### src/rtl/ad_ip_jesd204_tpl_adc_capture_if.sv
// Link-layer RX beat interface between the JESD204 link layer (master) and the TPL capture stage (slave).
interface ad_ip_jesd204_tpl_adc_capture_if #(
    parameter int NUM_LANES       = 2,
    parameter int OCTETS_PER_BEAT = 4
);
    logic                                   link_valid;
    logic [OCTETS_PER_BEAT-1:0]             link_sof;
    logic [NUM_LANES*8*OCTETS_PER_BEAT-1:0] link_data;
    logic                                   link_ready;

    modport master (output link_valid, link_sof, link_data, input link_ready);
    modport slave  (input link_valid, link_sof, link_data, output link_ready);
endinterface

### src/rtl/ad_ip_jesd204_tpl_adc_capture.sv
// JESD204 ADC transport-layer capture: deframes lane octets into channel samples and gates them
// behind an arm / external-sync / SOF state machine with one-shot length and overflow counting.
module ad_ip_jesd204_tpl_adc_capture #(
    parameter int NUM_LANES       = 2,
    parameter int NUM_CHANNELS    = 2,
    parameter int BITS_PER_SAMPLE = 16,
    parameter int OCTETS_PER_BEAT = 4,
    parameter int LEN_WIDTH       = 16
) (
    input  logic                                   clk,
    input  logic                                   reset,
    ad_ip_jesd204_tpl_adc_capture_if.slave         link,
    input  logic [NUM_CHANNELS-1:0]                enable,
    input  logic                                   arm,
    input  logic                                   disarm,
    input  logic                                   oneshot,
    input  logic [LEN_WIDTH-1:0]                   capture_len,
    input  logic                                   ext_sync_en,
    input  logic                                   adc_external_sync,
    input  logic                                   adc_dovf,
    output logic [NUM_CHANNELS-1:0]                adc_valid,
    output logic [NUM_LANES*8*OCTETS_PER_BEAT-1:0] adc_data,
    output logic                                   adc_rst_sync,
    output logic                                   capture_busy,
    output logic                                   capture_done,
    output logic [15:0]                            ovf_count
);
    localparam int LANE_W = 8 * OCTETS_PER_BEAT;
    localparam int DATA_W = NUM_LANES * LANE_W;
    localparam int DPW    = LANE_W / BITS_PER_SAMPLE;
    localparam int OPS    = BITS_PER_SAMPLE / 8;

    typedef enum logic [1:0] {IDLE, ARMED, WAIT_SOF, RUN} state_t;

    state_t                 state, state_nxt;
    logic                   done_nxt;
    logic                   link_ready_q;
    logic                   sync_q;
    logic                   oneshot_q;
    logic [LEN_WIDTH-1:0]   len_q;
    logic [LEN_WIDTH-1:0]   cnt;
    logic [LEN_WIDTH-1:0]   cnt_inc;
    logic                   arm_go;
    logic                   sync_rise;
    logic                   capture_beat;
    logic                   last_beat;
    logic [NUM_CHANNELS-1:0] vld_p1;
    logic [DATA_W-1:0]      data_p1;

    // Lane octet k sits at bits [k*8 +: 8]; the first octet of each sample becomes its MSB.
    function automatic logic [DATA_W-1:0] deframe(input logic [DATA_W-1:0] d);
        logic [DATA_W-1:0] r;
        r = '0;
        for (int l = 0; l < NUM_LANES; l++)
            for (int j = 0; j < DPW; j++)
                for (int b = 0; b < OPS; b++)
                    r[(l*DPW+j)*BITS_PER_SAMPLE + BITS_PER_SAMPLE - 8*(b+1) +: 8] =
                        d[l*LANE_W + (j*OPS+b)*8 +: 8];
        return r;
    endfunction

    function automatic logic [15:0] sat_inc(input logic [15:0] v);
        return (v == 16'hFFFF) ? v : v + 16'd1;
    endfunction

    assign arm_go       = arm && !disarm;
    assign sync_rise    = adc_external_sync && !sync_q;
    assign cnt_inc      = cnt + 1'b1;
    assign capture_beat = link.link_valid &&
                          ((state == RUN) || (state == WAIT_SOF && link.link_sof[0]));
    assign last_beat    = capture_beat && oneshot_q && (cnt_inc == len_q);

    always_comb begin
        state_nxt = state;
        done_nxt  = 1'b0;
        case (state)
            IDLE: begin
                if (arm_go) begin
                    if (oneshot && capture_len == '0) done_nxt = 1'b1;
                    else if (ext_sync_en)             state_nxt = ARMED;
                    else                              state_nxt = WAIT_SOF;
                end
            end
            ARMED: begin
                if (disarm)         state_nxt = IDLE;
                else if (sync_rise) state_nxt = WAIT_SOF;
            end
            WAIT_SOF: begin
                if (disarm) state_nxt = IDLE;
                else if (capture_beat) begin
                    state_nxt = last_beat ? IDLE : RUN;
                    done_nxt  = last_beat;
                end
            end
            RUN: begin
                if (disarm) state_nxt = IDLE;
                else if (last_beat) begin
                    state_nxt = IDLE;
                    done_nxt  = 1'b1;
                end
            end
            default: state_nxt = IDLE;
        endcase
    end

    always_ff @(posedge clk) begin
        if (reset) begin
            state        <= IDLE;
            link_ready_q <= 1'b0;
            sync_q       <= 1'b0;
            capture_busy <= 1'b0;
            adc_rst_sync <= 1'b0;
            capture_done <= 1'b0;
            ovf_count    <= '0;
            cnt          <= '0;
            oneshot_q    <= 1'b0;
            len_q        <= '0;
            vld_p1       <= '0;
            data_p1      <= '0;
        end else begin
            state        <= state_nxt;
            link_ready_q <= 1'b1;
            sync_q       <= adc_external_sync;
            capture_busy <= (state_nxt != IDLE);
            adc_rst_sync <= (state_nxt == ARMED);
            capture_done <= done_nxt;
            if (state == IDLE && arm_go) begin
                oneshot_q <= oneshot;
                len_q     <= capture_len;
                cnt       <= '0;
                ovf_count <= '0;
            end else begin
                if (capture_beat)                cnt       <= cnt_inc;
                if (state == RUN && adc_dovf)    ovf_count <= sat_inc(ovf_count);
            end
            // Stage p1: deframed beat and its per-channel valid
            vld_p1 <= capture_beat ? enable : '0;
            if (link.link_valid) data_p1 <= deframe(link.link_data);
        end
    end

    assign link.link_ready = link_ready_q;
    assign adc_valid       = vld_p1;
    assign adc_data        = data_p1;
endmodule

### src/flat_wrapper.sv
// flat-port wrapper written by rule: the top's interface ports become plain ports
module ad_ip_jesd204_tpl_adc_capture_flat 
#(
    parameter int NUM_LANES       = 2,
    parameter int NUM_CHANNELS    = 2,
    parameter int BITS_PER_SAMPLE = 16,
    parameter int OCTETS_PER_BEAT = 4,
    parameter int LEN_WIDTH       = 16
)
  (clk, reset, enable, arm, disarm, oneshot, capture_len, ext_sync_en, adc_external_sync, adc_dovf, adc_valid, adc_data, adc_rst_sync, capture_busy, capture_done, ovf_count, link_link_valid, link_link_sof, link_link_data, link_link_ready);
  ad_ip_jesd204_tpl_adc_capture_if #(.NUM_LANES(NUM_LANES), .OCTETS_PER_BEAT(OCTETS_PER_BEAT)) link_i ();
  input  logic clk;
  input  logic reset;
  input  logic [NUM_CHANNELS-1:0] enable;
  input  logic arm;
  input  logic disarm;
  input  logic oneshot;
  input  logic [LEN_WIDTH-1:0] capture_len;
  input  logic ext_sync_en;
  input  logic adc_external_sync;
  input  logic adc_dovf;
  output logic [NUM_CHANNELS-1:0] adc_valid;
  output logic [NUM_LANES*8*OCTETS_PER_BEAT-1:0] adc_data;
  output logic adc_rst_sync;
  output logic capture_busy;
  output logic capture_done;
  output logic [15:0] ovf_count;
  input wire logic [$bits(link_i.link_valid)-1:0] link_link_valid;
  input wire logic [$bits(link_i.link_sof)-1:0] link_link_sof;
  input wire logic [$bits(link_i.link_data)-1:0] link_link_data;
  output wire logic [$bits(link_i.link_ready)-1:0] link_link_ready;
  assign link_i.link_valid = link_link_valid;
  assign link_i.link_sof = link_link_sof;
  assign link_i.link_data = link_link_data;
  assign link_link_ready = link_i.link_ready;
  ad_ip_jesd204_tpl_adc_capture #(.NUM_LANES(NUM_LANES), .NUM_CHANNELS(NUM_CHANNELS), .BITS_PER_SAMPLE(BITS_PER_SAMPLE), .OCTETS_PER_BEAT(OCTETS_PER_BEAT), .LEN_WIDTH(LEN_WIDTH)) u_core (.clk(clk), .reset(reset), .link(link_i), .enable(enable), .arm(arm), .disarm(disarm), .oneshot(oneshot), .capture_len(capture_len), .ext_sync_en(ext_sync_en), .adc_external_sync(adc_external_sync), .adc_dovf(adc_dovf), .adc_valid(adc_valid), .adc_data(adc_data), .adc_rst_sync(adc_rst_sync), .capture_busy(capture_busy), .capture_done(capture_done), .ovf_count(ovf_count));
endmodule
### config.mk
export PLATFORM = sky130hd
export DESIGN_NAME = ad_ip_jesd204_tpl_adc_capture_flat
export DESIGN_NICKNAME = d
export VERILOG_FILES = /design/src/rtl/ad_ip_jesd204_tpl_adc_capture_if.sv /design/src/rtl/ad_ip_jesd204_tpl_adc_capture.sv /design/src/flat_wrapper.sv
export SDC_FILE = /design/constraint.sdc
export NUM_CORES = 1
export LEC_CHECK = 0
export BUFFER_PORTS_ARGS = -buffer_cell sky130_fd_sc_hd__buf_4
export CAP_MARGIN = 5
export CORE_MARGIN = 3
export CORE_UTILIZATION = 45
export DETAILED_ROUTE_END_ITERATION = 7
export GPL_ROUTABILITY_DRIVEN = 1
export PLACE_DENSITY = 0.75
export SKIP_LAST_GASP = 1
export SYNTH_ARGS = -nofsm -noshare
export SYNTH_HDL_FRONTEND = slang
export SYNTH_SLANG_ARGS = --single-unit
### constraint.sdc
create_clock -name clk -period 2.15 [get_ports clk]
set_input_delay 0.215 -clock clk [delete_from_list [all_inputs] [get_ports clk]]
set_output_delay 0.215 -clock clk [all_outputs]
set_load 0.01 [all_outputs]
==> summary by stage, run 1 <==
Clocking
At the later pin of the worst-skew pair, clock insertion delay measures 420 ps. The CTS H-tree depth is 4. The count of hold buffers inserted by post-cts repair is 0. Counting along the longest clock path gives a buffer depth of 2. Counting the buffers created by CTS gives 17.

Post-CTS timing repair inserted 0 buffers for setup. The clock tree from TritonCTS is done. The sink count of the clock tree is 122. The clock tree root driver cell is clkbuf_16.

After clock tree synthesis, the clock-pin slew on the worst setup and hold paths is 50 ps.

Pwr
The peak ir drop on the vdd network is 0.5783 mV. In this run the power density over the cells is 794.7 mW/mm². The post-layout total power is 5.931 mW. In this run the static leakage power is 3.355 nW.

Final layout
0 antenna diodes ended up in the layout. The area taken by flip-flops and latches is 0.002457 mm². The proportion of layout cells with a drive suffix above 1 is between 30% and 40%.

Counting the fill cells in the layout gives roughly 860. The net count of the finished layout is 854. In the final layout, the multi-input gates occupy 0.002591 mm². Relative to the synthesized area, the layout overhead comes to 45.74%. The final standard cell utilization of the core is 67.95%.

Floorplanning
The floorplan step defined a die boundary enclosing 0.01270 mm². 181 I/O pins were placed. In this run the core area contains 38 standard-cell rows. The core region area is about 0.011 mm².

For this configuration, the core starts out at a cell density of a little under half. The die is 112.7 µm tall. In this run the horizontal extent of the chip is 112.7 µm.

Worst setup path
The minimum setup slack among reg-to-reg paths is -10 ps. Data on the critical path arrives at its endpoint at 2510 ps. The largest individual stage delay along the critical path comes from the cell or4_1.

The number of buffer and inverter instances along the worst setup path is 0. The setup path with the least slack is of type reg2reg. The capturing element type of the critical path is a flip-flop. The worst register-to-register path begins at u_core.cnt[0]. The worst register-to-register path ends at u_core.capture_done.

Walking the worst path, the cells encountered are ha_4, nand3_2, or4b_1, nor3_2, o32ai_1, or4_1, a21oi_2. The critical path data required time is 2500 ps. The cell type group with the largest total delay on the critical path is simple AND/OR/NAND/NOR gates. The worst-case reg-to-reg path depth is 7. The startpoint kind of the worst setup timing path is a flip-flop. The highest net fanout along the worst path is 5.

The maximum cell stage delay along the critical path is approximately 570 ps.

Timing
Across all setup checks in the final design, the least slack found is -12.54 ps. The maximum frequency from static timing analysis is 462.4 MHz. In this run the tightest slew margin relative to its limit is 29.77%.

Setup violations remaining at the end of the flow were counted as 1. The number of max-slew violations in the final report is 0. For the final database, setup skew stands at 6.225 ps. The transition at the pin with the smallest max-transition slack is 1053 ps. The final hold violation count was 0.

Of the available clock period, the critical path in the final layout requires 100.6%. Setup repair after global routing could not meet its margin everywhere. The shortest period the worst path allows is 2163 ps.

The worst hold slack is 26.91 ps.

Worst hold path
The critical hold path startpoint is reset. The endpoint of the worst hold path is u_core.link.link_ready. Counting instances, the worst hold path has a depth of 2. The min-delay analysis places its worst path in the category in2reg.

GRT
The first global-routing pass estimated ~23000 µm of wire. The maximum number of pins on one net before global-route repair is 88. After global routing the overflow that remains totals 0. The number of antenna violations at the first check in global routing is 0. The number of global-route vias before repair is around 4800. The overall routing resource usage is 22.38%.

Run
The count of maximum capacitance violations is 0.

Synthesis
The commonest cells after synthesis are dfxtp_1, nor2_1, mux2i_1, nand2_1, a21oi_1. The number of nets in the synthesized netlist is 659. The proportion of synthesized flip-flops having asynchronous set or reset is 0%.

Summing the sequential cell areas from Yosys gives between 40% and 50% of the chip area. Yosys mapped a number of flops with a built-in enable equal to 0. The cell type with the largest total area after synthesis is dfxtp_1. After synthesis the netlist holds a flip-flop and latch count of approximately 120.

For this run, the leading register cell type out of synthesis is dfxtp_1. A synthesized cell averages 9.129 µm². The most common cell in the synthesized netlist is dfxtp_1.

The area fraction of the dominant cell type after synthesis is between 40% and 50%. The synthesized netlist occupies a cell area of 0.005121 mm². The netlist uses 52 different library cells. Sorting the synthesized cells by area gives the leading types as dfxtp_1, mux2i_1, nor2_1. The Yosys step of the flow raised 0 warnings. The synthesized instance count is around 560.

Placed design
The setup slack at placement is -72.13 ps. The HPWL after detailed placement is around 10000 µm. During placement, the flow inserted port buffers numbering 177. At the end of routability-driven placement, the weighted congestion stood at 0.8965.

Routing
The post-detailed-route DRC marker count is 0. The via count is 4697. The number of iterations in the first detailed-routing pass is 4. Summed over all layers, the routed wires come to 14300 µm. The number of antenna-violating nets in the routed design is 0. The starting DRC count in detailed routing is 249. The average wire length per cell after detail routing is 15.73 µm.

After detailed routing, the number of vias per cell comes to 5.167.

Status
The final reports fail on setup timing. The run finished, with violations left.
## placed cells by master (no fill, tap or decap), types with 3 or more instances in the layout
cell	n
nor2_1	101
mux2i_1	65
nand4_1	17
and3_1	8
clkinvlp_4	5
a31oi_1	3
xnor2_1	24
bufinv_16	3
or3_1	4
nor4_1	7
nor3_1	9
inv_1	5
clkinv_2	3
buf_4	207
dfxtp_1	114
xor2_1	23
nand2_1	55
clkbuf_16	17
a21oi_1	25
clkbuf_8	4
o21ai_0	3
dfxtp_2	6
nand3_1	14
## report_power, final
| group | switching [mW] | internal [mW] |
|---|---|---|
| Sequential | 0.0602 | 2.35 |
| Clock | 1.01 | 1.94 |
| Combinational | 0.260 | 0.314 |
## kinds of logic (layout without fill, tap and decap cells)
family	count (synthesis)	in the layout	share of synthesized area, %
compound gates	44	44	5.106
xor+xnor	48	48	8.502
fa+ha+maj	3	3	0.7330
buf+inv	39	247	3.054
flops	122	122	47.69
mux	65	65	12.70
simple gates	240	240	22.21
## how the worst max path moves through the flow
| stage | from | to | depth (start not counted) |
|---|---|---|---|
| floorplan | u_core.cnt[1] | u_core.capture_done | 7 |
| global placement | u_core.cnt[0] | u_core.capture_done | 7 |
| detailed placement | u_core.cnt[4] | u_core.capture_done | 6 |
| CTS | u_core.cnt[4] | u_core.capture_done | 6 |
| global route | u_core.cnt[0] | u_core.capture_done | 7 |
| finish | u_core.cnt[0] | u_core.capture_done | 7 |
## what timing repair did
| action | in CTS | in global routing |
|---|---|---|
| resized for setup | 8 | 12 |
| hold endpoints to repair | 0 | 0 |
| setup endpoints to repair | 4 | 5 |
| pin swaps | 0 | 1 |
| cloned | 0 | 0 |
## registers in the layout, summed over array words and instances, names as in the netlist, 2 cells and up
name,cells
u_core.adc_data,64
u_core.adc_valid,2
u_core.cnt,16
u_core.len_q,16
u_core.ovf_count,16
u_core.state,2
## final cells by class
class / instances / area share (%)
Clock buffer: 21 / 6.438
Clock inverter: 11 / 1.911
Inverter: 6 / 0.3018
Multi-Input combinational cell: 400 / 34.72
Sequential cell: 122 / 32.93
Tap cell: 140 / 2.347
Timing Repair Buffer: 209 / 21.36
## layer usage
metal	track usage (%)	up-vias	routed length, µm	part of all wire [%]
met1	23.62	2211	5360	37
met5	0	-	0	0
met4	8.413	0	206	1.4
li1	-	2312	-	-
met2	39.53	154	7560	53
met3	9.434	20	1169	8.2
## through the flow
| stage | instances | setup TNS [ps] | area [µm²] |
|---|---|---|---|
| after detailed placement | 877 | -78.10 | 6760 |
| after global routing | 909 | -67.58 | 7463 |
| after CTS | 909 | 0 | 7425 |
| after floorplan | 561 | 0 | 5125 |
| after global placement | 877 | -16.14 | 6760 |
| final | 909 | -12.54 | 7463 |
## worst reg2reg max path: cells and delay by family, from the launching register on
family | cells | cell delay, ps
compound gates | 2 | 270
simple gates | 4 | 1280
fa+ha+maj | 1 | 150
flops | 1 | 390
Note: power is estimated with default switching activity, not from simulation.
==> run 2: changes to the inputs <==
--- a/config.mk
+++ b/config.mk
@@ -8,10 +8,10 @@
 export BUFFER_PORTS_ARGS = -buffer_cell sky130_fd_sc_hd__buf_4
 export CAP_MARGIN = 5
 export CORE_MARGIN = 3
-export CORE_UTILIZATION = 45
+export CORE_UTILIZATION = 30
 export DETAILED_ROUTE_END_ITERATION = 7
 export GPL_ROUTABILITY_DRIVEN = 1
-export PLACE_DENSITY = 0.75
+export PLACE_DENSITY = 0.54
 export SKIP_LAST_GASP = 1
 export SYNTH_ARGS = -nofsm -noshare
 export SYNTH_HDL_FRONTEND = slang
==> run 2 against run 1 <==
  * The run still ends with setup timing left
  * Via count shrank 1.0%
  * Global-route usage shrank 6.4 points
  * Flip-flop and latch count is the same
  * Design area grew 2.5%
  * First-iteration DRC count shrank 23%
==> summary by stage, run 2 (synthesis results as in run 1) <==
GRT
The overall routing resource usage is 15.98% (was 22.38%). The first-pass GRT wire length was 23660 µm (was 22760 µm). The overflow left after global routing is 0 (unchanged). The number of antenna violations at the first check in global routing came to 0 (unchanged). The maximum number of pins on one net before global-route repair was 88 (unchanged). The number of global-route vias before repair is 4807 (was 4791).

Routing
The starting DRC count in detailed routing is 192 (was 249). The post-detailed-route DRC marker count came to 0 (unchanged). The average wire length per cell after detail routing came to 14.76 µm (was 15.73 µm).

The number of iterations in the first detailed-routing pass is 4 (unchanged). The overall routed net length is 14670 µm (was 14300 µm). The via count came to 4649 (was 4697). The vias per cell was 4.677 (was 5.167). The number of antenna-violating nets in the routed design is 0 (unchanged).

Final layout
The flip-flop count of the largest register after layout is 64 (unchanged). The count of non-filler cells in the finished layout is 994 (was 909). The number of nets at the end of the flow is 859 (was 854). The proportion of layout cells with a drive suffix above 1 came to 35.79% (was 34.46%).

The area growth from synthesis to layout was 49.45% (was 45.74%). The most common library cell in the layout ignoring fill and taps is buf_4 (unchanged). Leading cell types in the layout, fill and taps excluded: buf_4, dfxtp_1, nor2_1 (unchanged). The antenna diode instance count is 0 (unchanged).

Placed design
The post-DP HPWL is 10820 µm (was 10460 µm). The routability-driven placement congestion ratio came to 0.8499 (was 0.8965). The number of placed instances with taps included came to 960 (was 877).

The number of buffers inserted by port buffering was 177 (unchanged).

Pwr
The share of total power consumed by net switching is 22.99% (was 22.38%). The internal power contribution is 4.682 mW (was 4.604 mW). The post-layout total power came to 6.080 mW (was 5.931 mW).

The sequential fraction of design power is 39.6% (was 40.7%). The power density over the cells is 794.4 mW/mm² (was 794.7 mW/mm²). The combinational share of power is 9.6% (was 9.7%). The peak ir drop on the vdd network is 0.5154 mV (was 0.5783 mV). The reported net switching power was 1.398 mW (was 1.327 mW). The clock share of power is 50.8% (was 49.6%). The total leakage power is 3.393 nW (was 3.355 nW).

Worst setup path
The capturing element type of the critical path was a flip-flop (unchanged). Cell breakdown of the critical path: ha_2, inv_1, or3_4, nor4_2, a311oi_1, or4_1, a21oi_2 (was ha_4, nand3_2, or4b_1, nor3_2, o32ai_1, or4_1, a21oi_2). The slowest library cell on the worst path is or4_1 (unchanged).

The capturing element of the worst setup path is u_core.capture_done (unchanged). The endpoint of the worst-slack reg-to-reg timing path is u_core.capture_done (unchanged). The minimum setup slack among reg-to-reg paths is -40 ps (was -10 ps). The endpoint arrival time on the critical path came to 2530 ps (was 2510 ps). The startpoint of the most critical register-to-register path is u_core.cnt[0] (unchanged).

The timing startpoint of the critical path is u_core.cnt[0] (unchanged). The critical path data required time is 2490 ps (was 2500 ps). The type of the worst setup path is reg2reg (unchanged).

The startpoint kind of the worst setup timing path is a flip-flop (unchanged). The maximum cell stage delay along the critical path was 530 ps (was 570 ps). The highest net fanout along the worst path is 4 (was 5). The worst-case reg-to-reg path depth is 7 (unchanged).

Floorplanning
The total die area is 0.01867 mm² (was 0.01270 mm²). The number of core rows came to 47 (was 38). The height of the chip is 136.7 µm (was 112.7 µm). The initial standard-cell utilization of the core is 30.77% (was 46.63%). The die span in x was 136.7 µm (was 112.7 µm). The I/O pin count came to 181 (unchanged). The core region area came to 0.01664 mm² (was 0.01098 mm²).

Clocking
The buffer depth of the longest clock path came to 2 (unchanged). The clock input transition at the sequential cells of the worst setup and hold paths is 60 ps (was 50 ps). The clock tree root driver cell is clkbuf_16 (unchanged). The sink count of the clock tree is 122 (unchanged).

The clock buffer count from CTS is 17 (unchanged). The clock tree from TritonCTS is done (unchanged). The CTS H-tree depth is 4 (unchanged). The clock latency at the later pin of the worst-skew pair came to 410 ps (was 420 ps).

Worst hold path
The path type of the worst min-delay path is in2reg (unchanged).

Run
The count of maximum capacitance violations is 0 (unchanged).

Timing
The setup skew after layout is 5.300 ps (was 6.225 ps). The final hold violation count is 0 (unchanged). The ratio of final minimum period to clock period is 102.1% (was 100.6%). The worst relative slew slack was 29.01% (was 29.77%). Setup repair after global routing missed its margin: true (unchanged). The maximum frequency from static timing analysis was 455.7 MHz (was 462.4 MHz).

The number of setup violations in the final report is 2 (was 1). The shortest period the worst path allows was 2195 ps (was 2163 ps). The number of max-slew violations in the final report was 0 (unchanged). The transition at the pin with the smallest max-transition slack is 1065 ps (was 1053 ps). The post-route worst setup slack came to -44.64 ps (was -12.54 ps).

Status
Outcome: complete, but fails checks (unchanged). Violated checks: setup timing (unchanged).
## run 2: changes by cell type in the layout (fill, tap and decap cells not counted), sizes merged
cell and change:
clkinv -1, clkinvlp -1, clkbuf -2, dlygate4sd3 +1, buf +4, bufinv +1, inv +3
## run 2: power by group through the flow
stage,Sequential (mW),Combinational (mW),Clock [mW]
3_3_place_gp,2.46,0.576,0
5_1_grt,2.42,0.645,3.27
6_report,2.41,0.586,3.09
2_1_floorplan,2.48,0.231,0
3_5_place_dp,2.46,0.586,0
4_1_cts,2.41,0.592,3.16
## run 2: what timing repair did
item,4_1_cts,5_1_grt
setup endpoints to repair,4,6
buffers inserted,1,0
pin swaps,4,5
hold buffers,1,0
hold endpoints to repair,1,0
resized for setup,14,14
cloned,0,0
## run 2: area by class of cell
class / count / area, µm²
fill: 1618 / 8989
timing repair buffer: 214 / 1622
clock inverter: 13 / 190.2
sequential: 122 / 2457
inverter: 6 / 22.52
tap: 220 / 275.3
multi-input combinational: 400 / 2634
clock buffer: 19 / 452.9
## run 2: stage by stage
step	TNS (ps)	instance area [µm²]	worst slack [ps]	utilization [%]	hold slack [ps]
2_1_floorplan	0	5125	65.60	-	349.7
3_3_place_gp	-280.0	6870	-87.65	41.28	426.5
3_5_place_dp	-666.9	6870	-194.6	41.28	433.2
4_1_cts	-87.52	7591	-53.95	45.61	15.51
5_1_grt	-238.9	7654	-77.57	45.99	16.24
6_report	-56.31	7654	-44.64	45.99	32.88
## run 2: how the worst min path moves through the flow
stage,start,end,slack [ps],cells past startpoint
after detailed placement,reset,u_core.link.link_ready,430,2
after CTS,link_link_data[38],u_core.adc_data[46],20,3
final,link_link_data[55],u_core.adc_data[63],30,3
after floorplan,adc_external_sync,u_core.sync_q,350,2
after global routing,enable[1],u_core.adc_valid[1],20,2
after global placement,reset,u_core.link.link_ready,430,2
## run 2: metal layers
metal	up-vias	part of all wire [%]	GRT usage [%]
met5	-	0	0
met3	20	9.0	7.610
met1	2181	42	18.48
met4	0	1.7	5.991
li1	2312	-	-
met2	136	48	25.68
## run 2: worst max-delay path, delay by kind of cell (launching register included)
family,cells,cell delay [ps]
and+or+nand+nor,3,1210
DFF,1,370
AOI/OAI and AO/OA,2,250
adders and majority gates,1,210
buffers and inverters,1,70
==> run 3: changes to the inputs <==
--- a/config.mk
+++ b/config.mk
@@ -5,13 +5,13 @@
 export SDC_FILE = /design/constraint.sdc
 export NUM_CORES = 1
 export LEC_CHECK = 0
-export BUFFER_PORTS_ARGS = -buffer_cell sky130_fd_sc_hd__buf_4
 export CAP_MARGIN = 5
 export CORE_MARGIN = 3
 export CORE_UTILIZATION = 30
 export DETAILED_ROUTE_END_ITERATION = 7
+export DONT_BUFFER_PORTS = 1
 export GPL_ROUTABILITY_DRIVEN = 1
-export PLACE_DENSITY = 0.54
+export PLACE_DENSITY = 0.44
 export SKIP_LAST_GASP = 1
 export SYNTH_ARGS = -nofsm -noshare
 export SYNTH_HDL_FRONTEND = slang
==> run 3 against run 2 <==
  * The run ends with hold timing left
  * Register-to-register slack better by 50 ps
  * Critical path depth unchanged
  * Setup slack improved by 49 ps
  * Clock skew about the same
  * Clock power hardly changed
  * Combinational power fell by 36%
  * Non-clock buffer count down 82
  * Wire length is 3.3% lower
  * Maximum frequency rose by 2.3%
  * Sequential share of layout area grew 1.7 points
  * Global-route usage fell by 0.55 points
  * Critical endpoint unchanged
==> summary by stage, run 3 (synthesis results as in run 1) <==
Timing
The number of setup violations in the final report came to 0 (was 2). The ratio of final minimum period to clock period is 99.79% (was 102.1%). The aggregate negative setup slack was 0 ps (was -56.31 ps).

The setup skew after layout is 5.331 ps (was 5.300 ps). The number of max-slew violations in the final report came to 0 (unchanged). The maximum frequency from static timing analysis came to 466.1 MHz (was 455.7 MHz). The final hold violation count is 4 (was 0). The transition at the pin with the smallest max-transition slack is 513.8 ps (was 1065 ps). The shortest period the worst path allows is 2145 ps (was 2195 ps). The post-route worst setup slack is 4.608 ps (was -44.64 ps). Setup repair after global routing missed its margin: true (unchanged). The worst relative slew slack is 65.43% (was 29.01%). The worst hold slack was -68.89 ps (was 32.88 ps).

Final layout
Leading cell types in the layout, fill and taps excluded: dfxtp_1, nor2_1, dlygate4sd3_1 (was buf_4, dfxtp_1, nor2_1). The number of nets at the end of the flow was 777 (was 859). The count of non-filler cells in the finished layout was 912 (was 994).

The flip-flop count of the largest register after layout is 64 (unchanged). The count of fill cells added during filler insertion is 1634 (was 1618). The proportion of layout cells with a drive suffix above 1 is 16.91% (was 35.79%).

The area growth from synthesis to layout is 42.46% (was 49.45%). The most common library cell in the layout ignoring fill and taps was dfxtp_1 (was buf_4). The antenna diode instance count is 0 (unchanged).

The design area is 0.007296 mm² (was 0.007654 mm²).

Routing
The average wire length per cell after detail routing was 15.56 µm (was 14.76 µm). The post-detailed-route DRC marker count is 0 (unchanged). The vias per cell is 4.837 (was 4.677). The starting DRC count in detailed routing is 171 (was 192). The via count came to 4411 (was 4649). The overall routed net length was 14190 µm (was 14670 µm).

The number of antenna-violating nets in the routed design is 0 (unchanged). The number of iterations in the first detailed-routing pass was 4 (unchanged).

Worst setup path
The endpoint arrival time on the critical path is 2490 ps (was 2530 ps). The capturing element type of the critical path is a flip-flop (unchanged). The startpoint kind of the worst setup timing path is a flip-flop (unchanged). Cell breakdown of the critical path: ha_4, nand3_2, or4b_4, nor3_4, o32ai_4, or4_1, a21oi_1 (was ha_2, inv_1, or3_4, nor4_2, a311oi_1, or4_1, a21oi_2).

The slowest library cell on the worst path is or4_1 (unchanged). The highest net fanout along the worst path came to 4 (unchanged). The critical path data required time is 2500 ps (was 2490 ps). The maximum cell stage delay along the critical path was 530 ps (about the same).

The type of the worst setup path is reg2reg (unchanged).

Floorplanning
The die span in x is 136.7 µm (unchanged). The total die area is 0.01867 mm² (unchanged). The number of core rows is 47 (unchanged).

The core region area came to 0.01664 mm² (unchanged). The I/O pin count was 181 (unchanged). The initial standard-cell utilization of the core is 30.77% (unchanged).

The height of the chip is 136.7 µm (unchanged).

Clocking
The clock latency at the later pin of the worst-skew pair is 410 ps (about the same). The clock tree root driver cell is clkbuf_16 (unchanged). The clock buffer count from CTS came to 17 (unchanged). The CTS H-tree depth is 4 (unchanged). The clock input transition at the sequential cells of the worst setup and hold paths is 60 ps (about the same).

The count of hold buffers inserted by post-cts repair is 86 (was 1). The clock tree from TritonCTS is done (unchanged). The sink count of the clock tree was 122 (unchanged). The buffer depth of the longest clock path is 2 (unchanged).

GRT
The number of global-route vias before repair came to 4514 (was 4807). The maximum number of pins on one net before global-route repair was 89 (was 88). The number of antenna violations at the first check in global routing came to 0 (unchanged).

The first-pass GRT wire length came to 22600 µm (was 23660 µm). The overall routing resource usage is 15.44% (was 15.98%). The overflow left after global routing came to 0 (unchanged).

Pwr
The peak ir drop on the vdd network was 0.4982 mV (was 0.5154 mV). The total leakage power is 3.104 nW (was 3.393 nW). The post-layout total power is 5.901 mW (was 6.080 mW).

The power density over the cells is 808.8 mW/mm² (was 794.4 mW/mm²).

Status
Outcome: complete, but fails checks (unchanged). Violated checks: hold timing (was setup timing).

Placed design
The number of placed instances with taps included is 788 (was 960). The routability-driven placement congestion ratio is 0.7960 (was 0.8499). The post-place instance area was 0.005567 mm² (was 0.006870 mm²). The post-DP HPWL came to 9586 µm (was 10820 µm). The number of buffers inserted by port buffering is 0 (was 177). The setup slack at placement is -98.73 ps (was -194.6 ps).

Worst hold path
The path type of the worst min-delay path is in2reg (unchanged).

Run
The count of maximum capacitance violations was 0 (unchanged).
==> run 3: changes by cell type in the layout (fill, tap and decap cells not counted), sizes merged <==
cell and change:
buf -167, clkbuf -2, clkinv +1, clkinvlp -2, dlygate4sd3 +85, inv +3
==> run 3: cell type report <==
cell class                      count  area [µm²]  share of cell area, %
Inverter                            6       22.52                 0.3087
Tap cell                          220       275.3                  3.773
Clock buffer                       17       425.4                  5.831
Multi-Input combinational cell    400        2678                  36.70
Clock inverter                     15       210.2                  2.881
Sequential cell                   122        2467                  33.82
Timing Repair Buffer              132        1217                  16.69
==> run 3: final timing paths <==
path         cells past startpoint            from                   to  slack [ps]
min                              1           reset  u_core.capture_done         -70
max reg2reg                      7   u_core.cnt[1]  u_core.capture_done           5
min reg2reg                      2  u_core.cnt[15]       u_core.cnt[15]         540
max                              7   u_core.cnt[1]  u_core.capture_done           5
==> run 3: per-stage QoR <==
stage               hold WS (ps)  util [%]
floorplan                  349.7         -
global placement           294.4     33.45
detailed placement         299.3     33.45
CTS                       -142.3     42.99
global route              -110.2     43.84
finish                    -68.89     43.84
==> run 3: routing by layer <==
metal,GRT usage [%],wire length (µm),vias to the layer above,share of wire (%)
met3,7.059,1204,13,8.5
li1,-,-,2153,-
met1,18.26,6135,2099,43
met2,25.25,6697,146,47
met5,0,0,-,0
met4,4.311,152,0,1.1
==> run 3: power by group <==
| group | leakage (nW) | internal, mW | switching, mW | total (mW) |
|---|---|---|---|---|
| Combinational | 1.79 | 0.235 | 0.140 | 0.375 |
| Sequential | 1.01 | 2.35 | 0.105 | 2.46 |
| Clock | 0.306 | 1.96 | 1.11 | 3.07 |
==> run 3: critical path, delay by kind of cell (launching register included) <==
family	cells	cell delay, ps
adder cells (fa/ha/maj)	1	150
AND/OR/NAND/NOR	4	1290
flip-flops	1	390
AO/OA/AOI/OAI	2	260
==> run 3: what timing repair did <==
action,in CTS,in global routing
resized for setup,19,24
setup endpoints to repair,4,5
buffers inserted,1,5
endpoints found under the hold margin,90,4
pin swaps,7,9
